[src/rtl/sme_pkg.sv]
// Shared types and constants for the string-matching engine and its job loader.
// Pure declarations: no logic, no latency, no flow control.
package sme_pkg;

    typedef enum logic [2:0] {
        ST_IDLE,
        ST_COLLECT,
        ST_SEND_STR,
        ST_SEND_PAT,
        ST_WAIT,
        ST_RESULT
    } loader_state_t;

    localparam int SME_STR_MAX = 32;
    localparam int SME_PAT_MAX = 8;

    localparam logic [7:0] SME_CH_BEGIN = 8'h5E;
    localparam logic [7:0] SME_CH_END   = 8'h24;
    localparam logic [7:0] SME_CH_DOT   = 8'h2E;
    localparam logic [7:0] SME_CH_SPACE = 8'h20;

    // Width of a counter that must hold 0..depth inclusive.
    function automatic int len_w(input int depth);
        return $clog2(depth + 1);
    endfunction

endpackage

[src/rtl/sme_char_buf.sv]
// Byte buffer with saturating append pointer, sticky overflow flag and combinational indexed read.
// Write takes effect at the next edge; writes past DEPTH are dropped and raise ovf.
module sme_char_buf
    import sme_pkg::*;
#(
    parameter int DEPTH = 8,
    localparam int AW   = $clog2(DEPTH),
    localparam int LW   = len_w(DEPTH)
) (
    input  logic          clk,
    input  logic          reset,
    input  logic          clr,
    input  logic          wr_en,
    input  logic [7:0]    wr_dat,
    input  logic [AW-1:0] rd_idx,
    output logic [7:0]    rd_dat,
    output logic [LW-1:0] len,
    output logic          ovf
);

    logic [7:0]    mem_q [DEPTH];
    logic [7:0]    mem_d [DEPTH];
    logic [LW-1:0] len_q, len_d;
    logic          ovf_q, ovf_d;
    logic          full;

    assign full = (len_q == LW'(DEPTH));

    always_comb begin
        mem_d = mem_q;
        len_d = len_q;
        ovf_d = ovf_q;
        if (clr) begin
            len_d = '0;
            ovf_d = 1'b0;
        end else if (wr_en) begin
            if (full) begin
                ovf_d = 1'b1;
            end else begin
                mem_d[len_q[AW-1:0]] = wr_dat;
                len_d                = len_q + LW'(1);
            end
        end
    end

    // Storage is deliberately left out of reset; only the pointer and flag clear.
    always_ff @(posedge clk) begin
        mem_q <= mem_d;
        if (!reset) begin
            len_q <= '0;
            ovf_q <= 1'b0;
        end else begin
            len_q <= len_d;
            ovf_q <= ovf_d;
        end
    end

    assign rd_dat = mem_q[rd_idx];
    assign len    = len_q;
    assign ovf    = ovf_q;

endmodule

[src/rtl/sme_job_loader.sv]
// Buffers a host job (string then pattern bytes), replays it to SME as one isstring then one ispattern burst, returns match/index.
// Burst begins the 2nd edge after the last pattern byte; in_ready only in COLLECT; result held until res_ready. SME_LOADER_TIMEOUT_EN bounds WAIT.
module sme_job_loader
    import sme_pkg::*;
#(
    parameter int STR_MAX = SME_STR_MAX,
    parameter int PAT_MAX = SME_PAT_MAX,
    parameter int TIMEOUT = 255
) (
    input  logic       clk,
    input  logic       reset,
    input  logic       in_valid,
    output logic       in_ready,
    input  logic [7:0] in_data,
    input  logic       in_kind,
    input  logic       in_last,
    output logic [7:0] chardata,
    output logic       isstring,
    output logic       ispattern,
    input  logic       sme_valid,
    input  logic       sme_match,
    input  logic [4:0] sme_index,
    output logic       res_valid,
    input  logic       res_ready,
    output logic       res_match,
    output logic [4:0] res_index,
    output logic       res_err
);

    localparam int SAW = $clog2(STR_MAX);
    localparam int PAW = $clog2(PAT_MAX);
    localparam int SLW = len_w(STR_MAX);
    localparam int PLW = len_w(PAT_MAX);

    loader_state_t  state_q, state_d;
    logic [SLW-1:0] rd_q, rd_d;
    logic           seen_pat_q, seen_pat_d;
    logic           err_q, err_d;
    logic           in_ready_q, in_ready_d;
    logic           isstring_q, isstring_d;
    logic           ispattern_q, ispattern_d;
    logic [7:0]     chardata_q, chardata_d;
    logic           res_valid_q, res_valid_d;
    logic           res_match_q, res_match_d;
    logic [4:0]     res_index_q, res_index_d;
    logic           res_err_q, res_err_d;
`ifdef SME_LOADER_TIMEOUT_EN
    localparam int TW = $clog2(TIMEOUT + 1);
    logic [TW-1:0]  tmo_q, tmo_d;
`endif

    logic           xfer, job_end, buf_clr, str_we, pat_we;
    logic [7:0]     str_rd, pat_rd;
    logic [SLW-1:0] str_len;
    logic [PLW-1:0] pat_len;
    logic           str_ovf, pat_ovf;

    assign xfer    = in_valid && in_ready_q;
    assign job_end = xfer && in_kind && in_last;
    assign buf_clr = (state_q == ST_IDLE);
    assign str_we  = xfer && !in_kind && !seen_pat_q;
    assign pat_we  = xfer && in_kind;

    sme_char_buf #(.DEPTH(STR_MAX)) u_str_buf (
        .clk    (clk),
        .reset  (reset),
        .clr    (buf_clr),
        .wr_en  (str_we),
        .wr_dat (in_data),
        .rd_idx (rd_q[SAW-1:0]),
        .rd_dat (str_rd),
        .len    (str_len),
        .ovf    (str_ovf)
    );

    sme_char_buf #(.DEPTH(PAT_MAX)) u_pat_buf (
        .clk    (clk),
        .reset  (reset),
        .clr    (buf_clr),
        .wr_en  (pat_we),
        .wr_dat (in_data),
        .rd_idx (rd_q[PAW-1:0]),
        .rd_dat (pat_rd),
        .len    (pat_len),
        .ovf    (pat_ovf)
    );

    always_comb begin
        state_d     = state_q;
        rd_d        = rd_q;
        seen_pat_d  = seen_pat_q;
        err_d       = err_q;
        in_ready_d  = 1'b0;
        isstring_d  = 1'b0;
        ispattern_d = 1'b0;
        chardata_d  = 8'h00;
        res_valid_d = 1'b0;
        res_match_d = res_match_q;
        res_index_d = res_index_q;
        res_err_d   = res_err_q;
`ifdef SME_LOADER_TIMEOUT_EN
        tmo_d       = tmo_q;
`endif
        case (state_q)
            ST_IDLE: begin
                seen_pat_d = 1'b0;
                err_d      = 1'b0;
                rd_d       = '0;
                state_d    = ST_COLLECT;
            end
            ST_COLLECT: begin
                in_ready_d = !job_end;
                rd_d       = '0;
                if (xfer && in_kind) seen_pat_d = 1'b1;
                if (xfer && !in_kind && seen_pat_q) err_d = 1'b1;
                if (job_end) state_d = (str_len != '0) ? ST_SEND_STR : ST_SEND_PAT;
            end
            ST_SEND_STR: begin
                isstring_d = 1'b1;
                chardata_d = str_rd;
                if (rd_q + SLW'(1) == str_len) begin
                    rd_d    = '0;
                    state_d = ST_SEND_PAT;
                end else begin
                    rd_d = rd_q + SLW'(1);
                end
            end
            ST_SEND_PAT: begin
                ispattern_d = 1'b1;
                chardata_d  = pat_rd;
                if (rd_q + SLW'(1) == SLW'(pat_len)) begin
                    rd_d    = '0;
                    state_d = ST_WAIT;
`ifdef SME_LOADER_TIMEOUT_EN
                    tmo_d   = '0;
`endif
                end else begin
                    rd_d = rd_q + SLW'(1);
                end
            end
            ST_WAIT: begin
                if (sme_valid) begin
                    res_match_d = sme_match;
                    res_index_d = sme_index;
                    res_err_d   = err_q || str_ovf || pat_ovf;
                    state_d     = ST_RESULT;
                end
`ifdef SME_LOADER_TIMEOUT_EN
                else if (tmo_q == TW'(TIMEOUT - 1)) begin
                    res_match_d = 1'b0;
                    res_index_d = 5'd0;
                    res_err_d   = 1'b1;
                    state_d     = ST_RESULT;
                end else begin
                    tmo_d = tmo_q + TW'(1);
                end
`endif
            end
            ST_RESULT: begin
                // res_valid rises one cycle after entry, so a handshake needs the registered flag.
                if (res_valid_q && res_ready) begin
                    state_d = ST_IDLE;
                end else begin
                    res_valid_d = 1'b1;
                end
            end
            default: state_d = ST_IDLE;
        endcase
    end

    always_ff @(posedge clk) begin
        if (!reset) begin
            state_q     <= ST_IDLE;
            rd_q        <= '0;
            seen_pat_q  <= 1'b0;
            err_q       <= 1'b0;
            in_ready_q  <= 1'b0;
            isstring_q  <= 1'b0;
            ispattern_q <= 1'b0;
            chardata_q  <= 8'h00;
            res_valid_q <= 1'b0;
            res_match_q <= 1'b0;
            res_index_q <= 5'd0;
            res_err_q   <= 1'b0;
`ifdef SME_LOADER_TIMEOUT_EN
            tmo_q       <= '0;
`endif
        end else begin
            state_q     <= state_d;
            rd_q        <= rd_d;
            seen_pat_q  <= seen_pat_d;
            err_q       <= err_d;
            in_ready_q  <= in_ready_d;
            isstring_q  <= isstring_d;
            ispattern_q <= ispattern_d;
            chardata_q  <= chardata_d;
            res_valid_q <= res_valid_d;
            res_match_q <= res_match_d;
            res_index_q <= res_index_d;
            res_err_q   <= res_err_d;
`ifdef SME_LOADER_TIMEOUT_EN
            tmo_q       <= tmo_d;
`endif
        end
    end

    assign in_ready  = in_ready_q;
    assign isstring  = isstring_q;
    assign ispattern = ispattern_q;
    assign chardata  = chardata_q;
    assign res_valid = res_valid_q;
    assign res_match = res_match_q;
    assign res_index = res_index_q;
    assign res_err   = res_err_q;

endmodule

[config.mk]
export PLATFORM = sky130hd
export DESIGN_NAME = sme_job_loader
export DESIGN_NICKNAME = d
export VERILOG_FILES = /design/src/rtl/sme_pkg.sv /design/src/rtl/sme_char_buf.sv /design/src/rtl/sme_job_loader.sv
export SDC_FILE = /design/constraint.sdc
export NUM_CORES = 1
export LEC_CHECK = 0
export BUFFER_PORTS_ARGS = -buffer_cell sky130_fd_sc_hd__clkbuf_2
export CAP_MARGIN = 15
export CELL_PAD_IN_SITES_DETAIL_PLACEMENT = 0
export CELL_PAD_IN_SITES_GLOBAL_PLACEMENT = 1
export CORE_AREA = 2 2 168 170
export DETAILED_ROUTE_END_ITERATION = 6
export DIE_AREA = 0 0 170 172
export HOLD_SLACK_MARGIN = 0.15
export PLACE_DENSITY = 0.77
export SYNTH_ARGS = -nofsm -noshare
export SYNTH_HDL_FRONTEND = slang
export SYNTH_SLANG_ARGS = --single-unit
[constraint.sdc]
create_clock -name clk -period 2.9 [get_ports clk]
set_input_delay 0.725 -clock clk [delete_from_list [all_inputs] [get_ports clk]]
set_output_delay 0.725 -clock clk [all_outputs]
set_load 0.02 [all_outputs]
Yosys cells after proc, flatten, opt, wreduce, memory -nomap -nowiden --
Index checks and enable logic that the tools add are counted.
Cells by class: add/subtract/negate cells 3, magnitude comparators 6, equal/unequal tests 16, muxes and demuxes 30, bitwise logic cells 8, reductions and logical operators 32
Operators with widths (count):
- $bwmux 256 | 1
- $bwmux 64 | 1
- $mux 8 | 6
- $bmux 8 s5 | 1
- $demux 8 s5 | 1
- $bmux 8 s3 | 1
- $demux 8 s3 | 1
- $pmux 3 s6 | 1
- $pmux 6 s3 | 1
- $reduce_and 2->1 | 9
- $pmux 8 s2 | 1
- $mux 3 | 5
- $ne 2x2->1 const B | 7
- $add 6x1->6 const B | 2
- $ge 6x6->1 const B | 2
- $mux 6 | 2
- $not 5->6 | 2
- $logic_and 1x1->1 | 9
- $ge 4x4->1 const B | 2
- $not 3->4 | 2
- $eq 3x2->1 const B | 2
- $eq 3x3->1 const B | 2
- $eq 6x4->1 | 1
- $eq 6x6->1 | 1
- 18 further kinds | 32
Storage, ports and cells: bits in registers 362, input bits 21, output and inout bits 19, word-level logic and storage cells 151

Logic depth before layout (Yosys ltp) --
depth after elaboration 6, gate-level depth with buffers 9, mapped depth without buffers 7

Hierarchy --
Synthesis repeated with hierarchy kept, for this count alone.
Second synthesis, totals: cell total of the unflattened synthesis 761, area total of the unflattened synthesis 14589.0 um2
Modules (own cells, without submodules):
- sme_char_buf (u_str_buf) | times used 1, cells each 451, area an instance 10239.8 um2, seq. area each 7827.5 um2
- sme_char_buf (u_pat_buf) | times used 1, cells each 135, area an instance 2772.7 um2, seq. area each 2021.9 um2
- sme_job_loader | times used 1, cells each 175, area an instance 1576.5 um2, seq. area each 600.6 um2

Worst setup path after synthesis --
OpenSTA, ideal clock, no wires.
kind input port to flip-flop, start point input port in_kind, end point register u_str_buf.mem_q[104] (netlist name), enable pin, library setup time 370 ps, arrival time 2292 ps, data required time 2530 ps, slack 238 ps, stages on the path 5, buffers on the path 0, cells stage by stage or2_2 -> a311oi_2 -> and2_1 -> nand2_1 -> nor2_1
On the way: cells in the longest elaborated chain, start to end 4
Ends and longest elaborated chain:
- start, declared | RTL line sme_job_loader.sv:15 | input logic in_kind,
- $logic_not 1->1 | RTL line sme_job_loader.sv:61 | assign str_we = xfer && !in_kind && !seen_pat_q;
- $logic_and 1x1->1 (2 in series) | RTL line sme_job_loader.sv:61
- $reduce_and 3->1 (no line)
- end signal, assigned | RTL line sme_char_buf.sv:48 | mem_q <= mem_d;
- end, declared | RTL line sme_char_buf.sv:21 | logic [7:0] mem_q [DEPTH];
No other way between the ends. A chain may end at the register's enable or synchronous reset.

Worst setup path in the final report --
start point register u_str_buf.len_q[3], in the netlist u_str_buf.len[3], end point register u_str_buf.mem_q[33] (netlist name), enable pin
On the way: cells in the longest elaborated chain, start to end 3
Ends and longest elaborated chain:
- start, declared | RTL line sme_char_buf.sv:23 | logic [LW-1:0] len_q, len_d;
- start signal, assigned | RTL line sme_char_buf.sv:53 | len_q <= len_d;
- $eq 6x6->1 | RTL line sme_char_buf.sv:27 | assign full = (len_q == LW'(DEPTH));
- $not 1->1 (no line)
- $reduce_and 3->1 (no line)
No other way between the ends.

==> flow_summary.toml <==
[run_status]
run_status = "completed"

[detailed_routing]
wl_per_cell_um = 26.1
vias = 7477
firstDrtPassIters = 5
ant_nets = 0
totalWireLength_mm = 32.0
drc = 0
drt_iter0_drc = 712
viasPerCell = 6.10

[synthesis]
ys_seq_area_share_pct = 72.9
synth_top_area_share_pct = 67.0
synthArstFlopShare_pct = 0
ys.flop_type = "edfxtp_1"
ys_warn_count = 0
synth_area_um2 = 14300
synth.distinct_cells = 52
synth-edff-count = 320
synthTopCellsByArea = "edfxtp_1 (67%), mux4_2 (15%), dfxtp_1 (5.9%), nor2_1 (1.8%), mux2i_1 (1.6%)"
synth.net_count = 777
syn_area_per_cell_um2 = 19.2
synth_cells = 749
ys_ff_latch = 362
synth_top_area_cell = "edfxtp_1"

[clock_tree]
cts.htree.levels = 2
cts_tree = "built"
clock-sinks = 362
cts_root_buf = "clkbuf_16"
post_cts_resize_count = 0
clock_path_buffers = 3
postCtsHoldBufs = 0
clk_latency_ns = 0.52
postCtsSetupBuffers = 0
path_clk_slew_ns = 0.06
numCtsBuffers = 37

[setup_path]
arrival_ns = 2.86
reg2reg_from = "u_str_buf.len[3]$_SDFFE_PP0P_"
worstSetupEndpointType = "register"
cp_slowest_cell = "dfxtp_1"
start_kind = "register"
reg2regPathDepth = 6
cp.required_ns = 3.12
cp_max_fo = 12
r2r_slack_ns = 0.27
r2r_end = "u_str_buf.mem_q[33]$_DFFE_PP_"
crit_chain = "nor3_1 -> a311oi_2 -> buf_4 -> nand3_1 -> nor2_1 -> buf_4"
crit_type = "register to register"
cpMostUsedCell = "buf_4"
critPathMaxStageDelay_ns = 0.66

[sta]
setup_tns_ns = 0
skew_ns = 0.0141
period_needed_ns = 2.63
hold_ws_ns = 0.454
finalCritPeriodShare_pct = 90.9
hold_violations = 0
finalSetupViolations = 0
worst_pin_slew_ns = 0.933
drv_slew = 0
rsz0062_at_grt = "false"
fmax_ghz = 0.380
fin_ws_ns = 0.265
maxSlewHeadroom_pct = 37.8

[global_route]
grt_overflow_total = 0
grt_pass1_wl_mm = 47.9
antenna_found_initial = 0
use_met2_pct = 37.2
met1_usage_pct = 31.1
grt_pass1_vias = 7624
gr-usage-all-layers_pct = 22.6
grt.met3_usage_pct = 3.82
grt_max_degree = 41
busiest_layer = "met2"

[pwr]
ir_worst_vdd_mv = 0.413
swShare_pct = 19.0
pwr-share-seq_pct = 53.0
leakagePower_uw = 0.00535
power_frac_comb_pct = 1.6
switching_power_uw = 2040
p_clk_share_pct = 45.4
p_int_uw = 8680
power_density_nw_per_um2 = 646

[cells_and_area]
area_growth_syn_to_layout_pct = 15.6
multi_input_area_um2 = 3650
layout.cells.non_filler = 1226
num-fill-cells = 1957
drive_gt1_share_pct = 30.5
regArea_um2 = 10500
mostFrequentLayoutCells = "edfxtp_1 (320), mux4_2 (96), nor2_1 (70)"
layout_commonest_cell = "edfxtp_1"
insertedDiodeCount = 0
fin_nets = 881

[hold_path]
hold-path-cell-count = 2
worst_hold_path_type = "primary input to register"
min_to = "res_valid$_SDFF_PN0_"
min_from = "res_ready"

[placed_design]
dp_cells = 1160
place_hpwl_mm = 20.4
gp_congestion = 0.859
dpl_worst_slack_ns = 0.0242
port_buffers = 39

[die]
floorplan.initialDensity_pct = 52.2
rows = 61
fp.dieW_um = 170
ioPinCount = 40
die_h_um = 172
core_area_um2 = 27500
dieArea_um2 = 29200

[flow_run]
maxCapViolations = 0
[power groups by stage]
| stage | combinational (uW) | sequential (uW) | clock (uW) |
|---|---|---|---|
| after floorplan | 49.0 | 5790 | 0 |
| after global routing | 190 | 5670 | 5150 |
| final | 176 | 5670 | 4860 |
| after global placement | 173 | 5780 | 0 |
| after CTS | 179 | 5670 | 4930 |
| after detailed placement | 179 | 5790 | 0 |
[cell usage after synthesis (all sizes together) (4+ instances only)]
cell,n
dfxtp,42
inv,10
edfxtp,320
xor2,6
a21oi,5
mux4,96
nor4,4
nand3,15
nor3,7
and3,4
buf,21
xnor2,13
o22ai,8
o21ai,5
nand2,26
ha,7
mux2i,23
clkbuf,22
a31oi,4
nor2b,5
nor2,70
[area by class of cell]
cell class | instances | share of cell area (%)
clock inverters | 21 | 1.61
multi-input cells | 334 | 22.0
well taps | 346 | 2.61
flip-flops and latches | 362 | 63.1
inverters | 10 | 0.226
clock buffers | 45 | 5.95
repair buffers | 108 | 4.53
[through the flow]
stage                     total power [uW]  utilization (%)  instance area, um^2
after floorplan                       5840                -                14300
after global placement                5960             55.8                15300
after CTS                            10800             60.3                16600
after global routing                 11000             60.3                16600
after detailed placement              5960             55.8                15300
final                                10700             60.3                16600
[cell families (layout without fill, tap and decap cells)]
family | count (synthesis) | count (layout) | synth area share, %
xor+xnor | 21 | 21 | 1.48
flops | 362 | 362 | 72.9
buf+inv | 53 | 184 | 1.73
mux | 119 | 119 | 16.7
fa+ha+maj | 7 | 7 | 0.611
compound gates | 36 | 36 | 1.76
simple gates | 151 | 151 | 4.88
[how the worst max path moves through the flow]
stage | start | to | slack, ns | cells past startpoint
finish | u_str_buf.len[3]$_SDFFE_PP0P_ | u_str_buf.mem_q[33]$_DFFE_PP_ | 0.27 | 6
global route | u_str_buf.len[1]$_SDFFE_PP0P_ | u_str_buf.mem_q[33]$_DFFE_PP_ | 0.11 | 7
detailed placement | in_kind | u_str_buf.mem_q[37]$_DFFE_PP_ | 0.02 | 7
CTS | u_str_buf.len[1]$_SDFFE_PP0P_ | u_str_buf.mem_q[37]$_DFFE_PP_ | 0.27 | 7
floorplan | in_kind | u_str_buf.mem_q[104]$_DFFE_PP_ | 0.24 | 5
global placement | in_kind | u_str_buf.mem_q[228]$_DFFE_PP_ | 0.07 | 7
[metal layers]
layer / share of wire [%] / vias up / routed length, um
li1: - / 3206 / -
met1: 41 / 3857 / 13200
met2: 49 / 349 / 15600
met3: 6.8 / 65 / 2180
met4: 3.1 / 0 / 990
met5: 0 / - / 0
[critical path, delay by kind of cell, from the launching register on]
kind                   cells  cell delay, ns
AO/OA/AOI/OAI              1            0.34
buffers and inverters      2            0.42
AND/OR/NAND/NOR            3            0.91
flip-flops                 1            0.66
[registers in the layout, indices dropped and copies added, names as in the netlist, 3 cells and up]
signal and count:
chardata 8, res_index 5, u_str_buf.mem_q 256, u_pat_buf.len 4, u_str_buf.len 6, state_q 3
u_pat_buf.mem_q 64, rd_q 6
Note: power is estimated with default switching activity, not from simulation.
